## config.mk

```make
export PLATFORM = sky130hd
export DESIGN_NAME = uart_tx_mmio
export DESIGN_NICKNAME = d
export VERILOG_FILES = /design/src/rtl/uart_tx_mmio.sv
export SDC_FILE = /design/constraint.sdc
export NUM_CORES = 1
export LEC_CHECK = 0
export ABC_AREA = 1
export CORE_UTILIZATION = 50
export CTS_CLUSTER_DIAMETER = 40
export CTS_CLUSTER_SIZE = 12
export DETAILED_ROUTE_END_ITERATION = 7
export PLACE_DENSITY = 0.87
export SYNTH_ARGS = -nofsm -noshare
export SYNTH_HDL_FRONTEND = slang
export SYNTH_SLANG_ARGS = --single-unit
```

## constraint.sdc

```tcl
create_clock -name clk -period 3.2 [get_ports clk]
set_clock_uncertainty 0.15 [all_clocks]
set_input_delay 0.96 -clock clk [delete_from_list [all_inputs] [get_ports clk]]
set_output_delay 0.96 -clock clk [all_outputs]
set_load 0.01 [all_outputs]
```

## src/rtl/uart_tx_mmio.sv

```systemverilog
// uart_tx_mmio: memory-mapped 8N1 UART transmitter.
//
// Stores to the register window feed a small TX FIFO; a bit-timing FSM
// drains it onto the serial line, LSB first, with zero gap between
// back-to-back frames. Read data is registered (one-cycle latency) and is
// zero whenever the previous-cycle address was outside the window, so it
// can be OR-combined with other slaves.
//
// Register window (word offsets from BASE_ADDR):
//   0 DATA   (W)  push d_wr_data[7:0] when d_we[0]; reads 0
//   1 STATUS (RW) [0] busy [1] full [2] empty [3] ovf (sticky) [7:4] count;
//                 write d_we[0] with d_wr_data[3]=1 clears ovf
//   2 DIV    (RW) [15:0] clock cycles per bit, per-lane writable, min 2
//   3 reserved
//
// Ports:
//   clk        core clock
//   rst        asynchronous active-high reset
//   d_addr     byte address from the core data port
//   d_we       byte-lane write enables
//   d_wr_data  store data
//   d_rd_data  registered read data
//   tx         serial output, idle high
module uart_tx_mmio #(
  parameter logic [31:0] BASE_ADDR  = 32'h1000_0000,
  parameter logic [15:0] CLK_DIV    = 16'd868,
  parameter int          FIFO_DEPTH = 8
) (
  input  logic        clk,
  input  logic        rst,
  input  logic [31:0] d_addr,
  input  logic [3:0]  d_we,
  input  logic [31:0] d_wr_data,
  output logic [31:0] d_rd_data,
  output logic        tx
);

  localparam int AW = $clog2(FIFO_DEPTH);
  localparam int PW = AW + 1;

  typedef enum logic [1:0] {
    S_IDLE  = 2'd0,
    S_START = 2'd1,
    S_DATA  = 2'd2,
    S_STOP  = 2'd3
  } state_t;

  state_t          state_q, state_d;
  logic [15:0]     bcnt_q, bcnt_d;
  logic [2:0]      bidx_q, bidx_d;
  logic [7:0]      sh_q, sh_d;
  logic [15:0]     div_q, div_d;
  logic [15:0]     divreg_q, divreg_d;
  logic            ovf_q, ovf_d;
  logic            tx_q, tx_d;
  logic [PW-1:0]   wr_ptr_q, wr_ptr_d;
  logic [PW-1:0]   rd_ptr_q, rd_ptr_d;
  logic [31:0]     rd_data_q, rd_data_d;
  logic [7:0]      fifo_mem [FIFO_DEPTH];

  logic            sel;
  logic [1:0]      off;
  logic            push_req, clr_ovf, div_wr;
  logic            pop, push_ok, ovf_set;
  logic            empty, full;
  logic [PW-1:0]   count;
  logic [7:0]      head;
  logic [15:0]     div_wval;
  logic            unused_bits;

  // Address decode; d_addr[1:0] plays no part in register selection.
  assign sel      = (d_addr[31:4] == BASE_ADDR[31:4]);
  assign off      = d_addr[3:2];
  assign push_req = sel && (off == 2'd0) && d_we[0];
  assign clr_ovf  = sel && (off == 2'd1) && d_we[0] && d_wr_data[3];
  assign div_wr   = sel && (off == 2'd2) && (d_we[1:0] != 2'b00);

  assign unused_bits = ^{d_addr[1:0], d_we[3:2], d_wr_data[31:16]};

  // Pointers carry one extra wrap bit: equal pointers mean empty, pointers
  // differing only in the wrap bit mean full.
  assign count = wr_ptr_q - rd_ptr_q;
  assign empty = (wr_ptr_q == rd_ptr_q);
  assign full  = (wr_ptr_q[AW] != rd_ptr_q[AW]) &&
                 (wr_ptr_q[AW-1:0] == rd_ptr_q[AW-1:0]);
  assign head  = fifo_mem[rd_ptr_q[AW-1:0]];

  // Bit-timing FSM. bcnt counts down div_q-1..0 for each bit period; a new
  // byte is popped either from IDLE or straight out of the last STOP cycle.
  always_comb begin
    state_d = state_q;
    bcnt_d  = bcnt_q;
    bidx_d  = bidx_q;
    sh_d    = sh_q;
    div_d   = div_q;
    pop     = 1'b0;
    case (state_q)
      S_IDLE: begin
        if (!empty) begin
          pop     = 1'b1;
          sh_d    = head;
          div_d   = divreg_q;
          bcnt_d  = divreg_q - 16'd1;
          state_d = S_START;
        end
      end
      S_START: begin
        if (bcnt_q == 16'd0) begin
          state_d = S_DATA;
          bidx_d  = 3'd0;
          bcnt_d  = div_q - 16'd1;
        end else begin
          bcnt_d = bcnt_q - 16'd1;
        end
      end
      S_DATA: begin
        if (bcnt_q == 16'd0) begin
          sh_d   = {1'b0, sh_q[7:1]};
          bcnt_d = div_q - 16'd1;
          if (bidx_q == 3'd7) begin
            state_d = S_STOP;
          end else begin
            bidx_d = bidx_q + 3'd1;
          end
        end else begin
          bcnt_d = bcnt_q - 16'd1;
        end
      end
      S_STOP: begin
        if (bcnt_q == 16'd0) begin
          if (!empty) begin
            pop     = 1'b1;
            sh_d    = head;
            div_d   = divreg_q;
            bcnt_d  = divreg_q - 16'd1;
            state_d = S_START;
          end else begin
            state_d = S_IDLE;
          end
        end else begin
          bcnt_d = bcnt_q - 16'd1;
        end
      end
      default: state_d = S_IDLE;
    endcase

    // Line level follows the next state so tx comes straight from a flop.
    case (state_d)
      S_START: tx_d = 1'b0;
      S_DATA:  tx_d = sh_d[0];
      default: tx_d = 1'b1;
    endcase
  end

  // FIFO bookkeeping, sticky overflow, DIV register and read mux.
  always_comb begin
    // A push into a full FIFO still fits when the same cycle pops a slot.
    push_ok  = push_req && (!full || pop);
    ovf_set  = push_req && full && !pop;
    wr_ptr_d = wr_ptr_q + (push_ok ? PW'(1) : PW'(0));
    rd_ptr_d = rd_ptr_q + (pop ? PW'(1) : PW'(0));

    ovf_d = ovf_q;
    if (ovf_set) begin
      ovf_d = 1'b1;
    end else if (clr_ovf) begin
      ovf_d = 1'b0;
    end

    div_wval = divreg_q;
    if (d_we[0]) div_wval[7:0]  = d_wr_data[7:0];
    if (d_we[1]) div_wval[15:8] = d_wr_data[15:8];
    divreg_d = divreg_q;
    if (div_wr) begin
      divreg_d = (div_wval < 16'd2) ? 16'd2 : div_wval;
    end

    rd_data_d = '0;
    if (sel) begin
      case (off)
        2'd1:    rd_data_d = {24'h0, 4'(count), ovf_q, empty, full,
                              (state_q != S_IDLE)};
        2'd2:    rd_data_d = {16'h0, divreg_q};
        default: rd_data_d = '0;
      endcase
    end
  end

  always_ff @(posedge clk or posedge rst) begin
    if (rst) begin
      state_q   <= S_IDLE;
      bcnt_q    <= '0;
      bidx_q    <= '0;
      sh_q      <= '0;
      div_q     <= CLK_DIV;
      divreg_q  <= CLK_DIV;
      ovf_q     <= 1'b0;
      tx_q      <= 1'b1;
      wr_ptr_q  <= '0;
      rd_ptr_q  <= '0;
      rd_data_q <= '0;
    end else begin
      state_q   <= state_d;
      bcnt_q    <= bcnt_d;
      bidx_q    <= bidx_d;
      sh_q      <= sh_d;
      div_q     <= div_d;
      divreg_q  <= divreg_d;
      ovf_q     <= ovf_d;
      tx_q      <= tx_d;
      wr_ptr_q  <= wr_ptr_d;
      rd_ptr_q  <= rd_ptr_d;
      rd_data_q <= rd_data_d;
    end
  end

  // FIFO storage holds payload only; pointers define what is valid.
  always_ff @(posedge clk) begin
    if (push_ok) begin
      fifo_mem[wr_ptr_q[AW-1:0]] <= d_wr_data[7:0];
    end
  end

  assign d_rd_data = rd_data_q;
  assign tx        = tx_q;

endmodule

```

==> flow_summary.ini <==
[status]
run_status = finished, final reports clean

[finish]
n_antenna_cell = 0
synthToLayoutAreaGrowth_pct = 17.82
layout-drive-gt1-share_pct = 10.24
seq_cell_area_sq_um = 4113
final_nets = 1202
multiInputGateArea_sq_um = 3744
fillCellCount = 1290

[global_routing]
total_overflow_reported_by_the_global_router = 0
first_global_vias = 7273
grt_max_degree = 88
grt_first_pass_wirelength_mm = 34.56
antenna_found_initial = 0
track_usage_pct = 25.08

[logic_synthesis]
synth_top_cells_by_area = sky130_fd_sc_hd__edfxtp_1 23%, sky130_fd_sc_hd__dfrtp_1 23%, sky130_fd_sc_hd__nand2_1 12%
syn_avg_cell_area_sq_um = 8.142
yosysSeqAreaShare_pct = 48.94
yosysTopAreaCell = sky130_fd_sc_hd__edfxtp_1
postSynthRegisterBits = 151
post_synth_inst_count = 1032
synthMostInstantiatedCell = sky130_fd_sc_hd__nand2_1
synthTopCellsByCount = 273 x sky130_fd_sc_hd__nand2_1, 145 x sky130_fd_sc_hd__nor2_1, 86 x sky130_fd_sc_hd__o21ai_0
postSynth.topFlopCell = sky130_fd_sc_hd__dfrtp_1
synth_edf_count = 64
postSynth.asyncResetShare_pct = 57.62
synth_area_sq_um = 8403
synthDistinctLibCells = 45
synth_largest_type_area_fraction_pct = 22.87
number_of_warnings_issued_by_yosys = 0

[setup_path]
cpMostUsedCell = sky130_fd_sc_hd__nand2_1
regToRegSetupSlack_ns = 0.37
cp.arrival_ns = 2.82
cp_slowest_stage_delay_ns = 0.45
rr_endpoint = fifo_mem[6][4]
critical-path-slowest-cell = sky130_fd_sc_hd__dfrtp_1
worstSetupPathDepth = 11
worstPathRequired_ns = 3.19
worst_flop_to_flop_path_startpoint = wr_ptr_q[2]
worstSetupStartpoint = wr_ptr_q[2]
path_class = reg2reg
critical-path-top-delay-family = simple AND/OR/NAND/NOR gates
setup.worst_path.start_class = flip-flop
count_of_buffer_and_inverter_cells_on_the_critical_path = 2
endpoint = fifo_mem[6][4]
cp_max_fo = 8
cell_count_of_the_worst_reg_to_reg_path = 11
worst_setup_path_end_kind = flip-flop
critical_path_cell_by_cell = ha_1 > inv_1 > nor2_4 > nand2_1 > nand4_1 > nand2_1 > nand2_1 > nand3_1 > nand3_1 > nor2_1 > buf_4

[clock_tree]
cts.sinks = 151
number_of_buffers_created_by_cts = 17
cts-htree-levels = 4
cts_setup_buffers = 0
tritoncts = done
cts.reportedPaths.clkPinSlew_ns = 0.06
post_cts_resized = 0
ctsHoldBuffers = 0
cts.root.buffer_cell = sky130_fd_sc_hd__clkbuf_16
cts_buffer_depth = 2
clkLatencyLatePin_ns = 0.43

[sta]
fin_setup_tns_ns = 0
final-max-slew-violation-count = 0
finalHoldViolCount = 0
worst_pin_slew_ns = 0.6327
fmaxAchievable_mhz = 353.6
post-route-period-util_pct = 88.38
rsz0062_at_grt = false
timing.max_slew.rel_slack_pct = 57.54
setup_viol = 0
finalWorstPathRequiredPeriod_ns = 2.828

[drt]
dr.first_iter.drc_count = 646
wl_mm = 20.90
drt_drc_violations_left = 0
routed_wire_length_per_instance_um = 15.56
antenna_violating_nets_post_route = 0
detailedRoute.firstPassIterationCount = 5
detail_route.vias_per_cell = 5.577
vias = 7490

[min_path]
hp-class = reg2reg
worstHoldStart = ovf_q

[die]
effective_utilization_at_floorplan_pct = 50.85
die-width_um = 131.6
placement_rows = 47
die_height_um = 131.6
die_area_sq_um = 17330
ios = 103
total_core_area_sq_um = 16520

[placed_design]
port_buffers = 66
gp_congestion = 0.8909
dpl.hpwl_mm = 14.28

[flow_run]
drv_cap = 0
worst min path at each step:
stage	cells past startpoint	endpoint	slack, ns
3_3_place_gp	2	ovf_q	0.32
3_5_place_dp	2	ovf_q	0.33
2_1_floorplan	2	sh_q[0]	0.29
5_1_grt	2	sh_q[0]	0.38
6_report	2	ovf_q	0.34
4_1_cts	2	ovf_q	0.34
cell families (layout without fill, tap and decap cells):
family | count (synthesis) | in the layout | share of synthesized area, %
other | 1 | 16 | 0.04463
AOI/OAI and AO/OA | 177 | 177 | 11.55
adders and majority gates | 22 | 22 | 3.365
xor gates and xnor gates | 17 | 17 | 1.772
DFF | 151 | 151 | 48.94
buffers and inverters | 130 | 206 | 7.177
and+or+nand+nor | 534 | 534 | 27.14
worst min-delay path: stages, from the launching register on:
cell and delay, ns:
sky130_fd_sc_hd__dfrtp_1 0.34, sky130_fd_sc_hd__nand2_1 0.05, sky130_fd_sc_hd__o21ai_0 0.06
layout by cell type, fill, tap and decap left out, types with 12 or more instances in the layout:
cell / instances
sky130_fd_sc_hd__nor2_1: 145
sky130_fd_sc_hd__clkdlybuf4s50_1: 66
sky130_fd_sc_hd__clkbuf_16: 17
sky130_fd_sc_hd__o22ai_1: 14
sky130_fd_sc_hd__o21ai_1: 24
sky130_fd_sc_hd__o21ai_0: 86
sky130_fd_sc_hd__a21oi_1: 33
sky130_fd_sc_hd__dfrtp_1: 76
sky130_fd_sc_hd__edfxtp_1: 64
sky130_fd_sc_hd__inv_1: 75
sky130_fd_sc_hd__conb_1: 16
sky130_fd_sc_hd__nor2_2: 12
sky130_fd_sc_hd__nand3_1: 66
sky130_fd_sc_hd__nand2_1: 273
sky130_fd_sc_hd__buf_4: 25
sky130_fd_sc_hd__ha_1: 21
flip-flops by register name, indices dropped and copies added (netlist names), 2 cells and up:
signal,cells
state_q,2
fifo_mem,64
sh_q,8
bidx_q,3
bcnt_q,16
rd_ptr_q,4
wr_ptr_q,4
divreg_q,16
div_q,16
d_rd_data,16
through the flow:
stage	hold slack, ns	util (%)	std cells	instance area, sq um	setup WS [ns]
after CTS	0.3408	59.92	1343	9901	0.4489
after detailed placement	0.3268	56.36	1311	9314	0.1271
after global placement	0.3209	56.36	1311	9314	0.1654
final	0.3378	59.92	1343	9901	0.3719
after global routing	0.3781	59.92	1343	9901	0.2691
after floorplan	0.2949	-	1047	8463	0.4104
metal layers:
| layer | GRT usage [%] | vias to the layer above | wire length (um) |
|---|---|---|---|
| met3 | 5.131 | 60 | 1652 |
| met5 | 0 | - | 0 |
| met4 | 11.24 | 0 | 628 |
| li1 | - | 3531 | - |
| met1 | 30.77 | 3508 | 8286 |
| met2 | 42.56 | 391 | 10330 |
final cells by class:
class	count	share of cell area [%]
Clock buffer	17	4.297
Inverter	82	3.172
Multi-Input combinational cell	766	37.81
Timing Repair Buffer	92	8.770
Sequential cell	151	41.54
Clock inverter	15	1.630
Tap cell	220	2.780
Power is left out: the tool's default activity adds up to more than one toggle a clock period on the data nets, which glitch-free logic cannot reach.
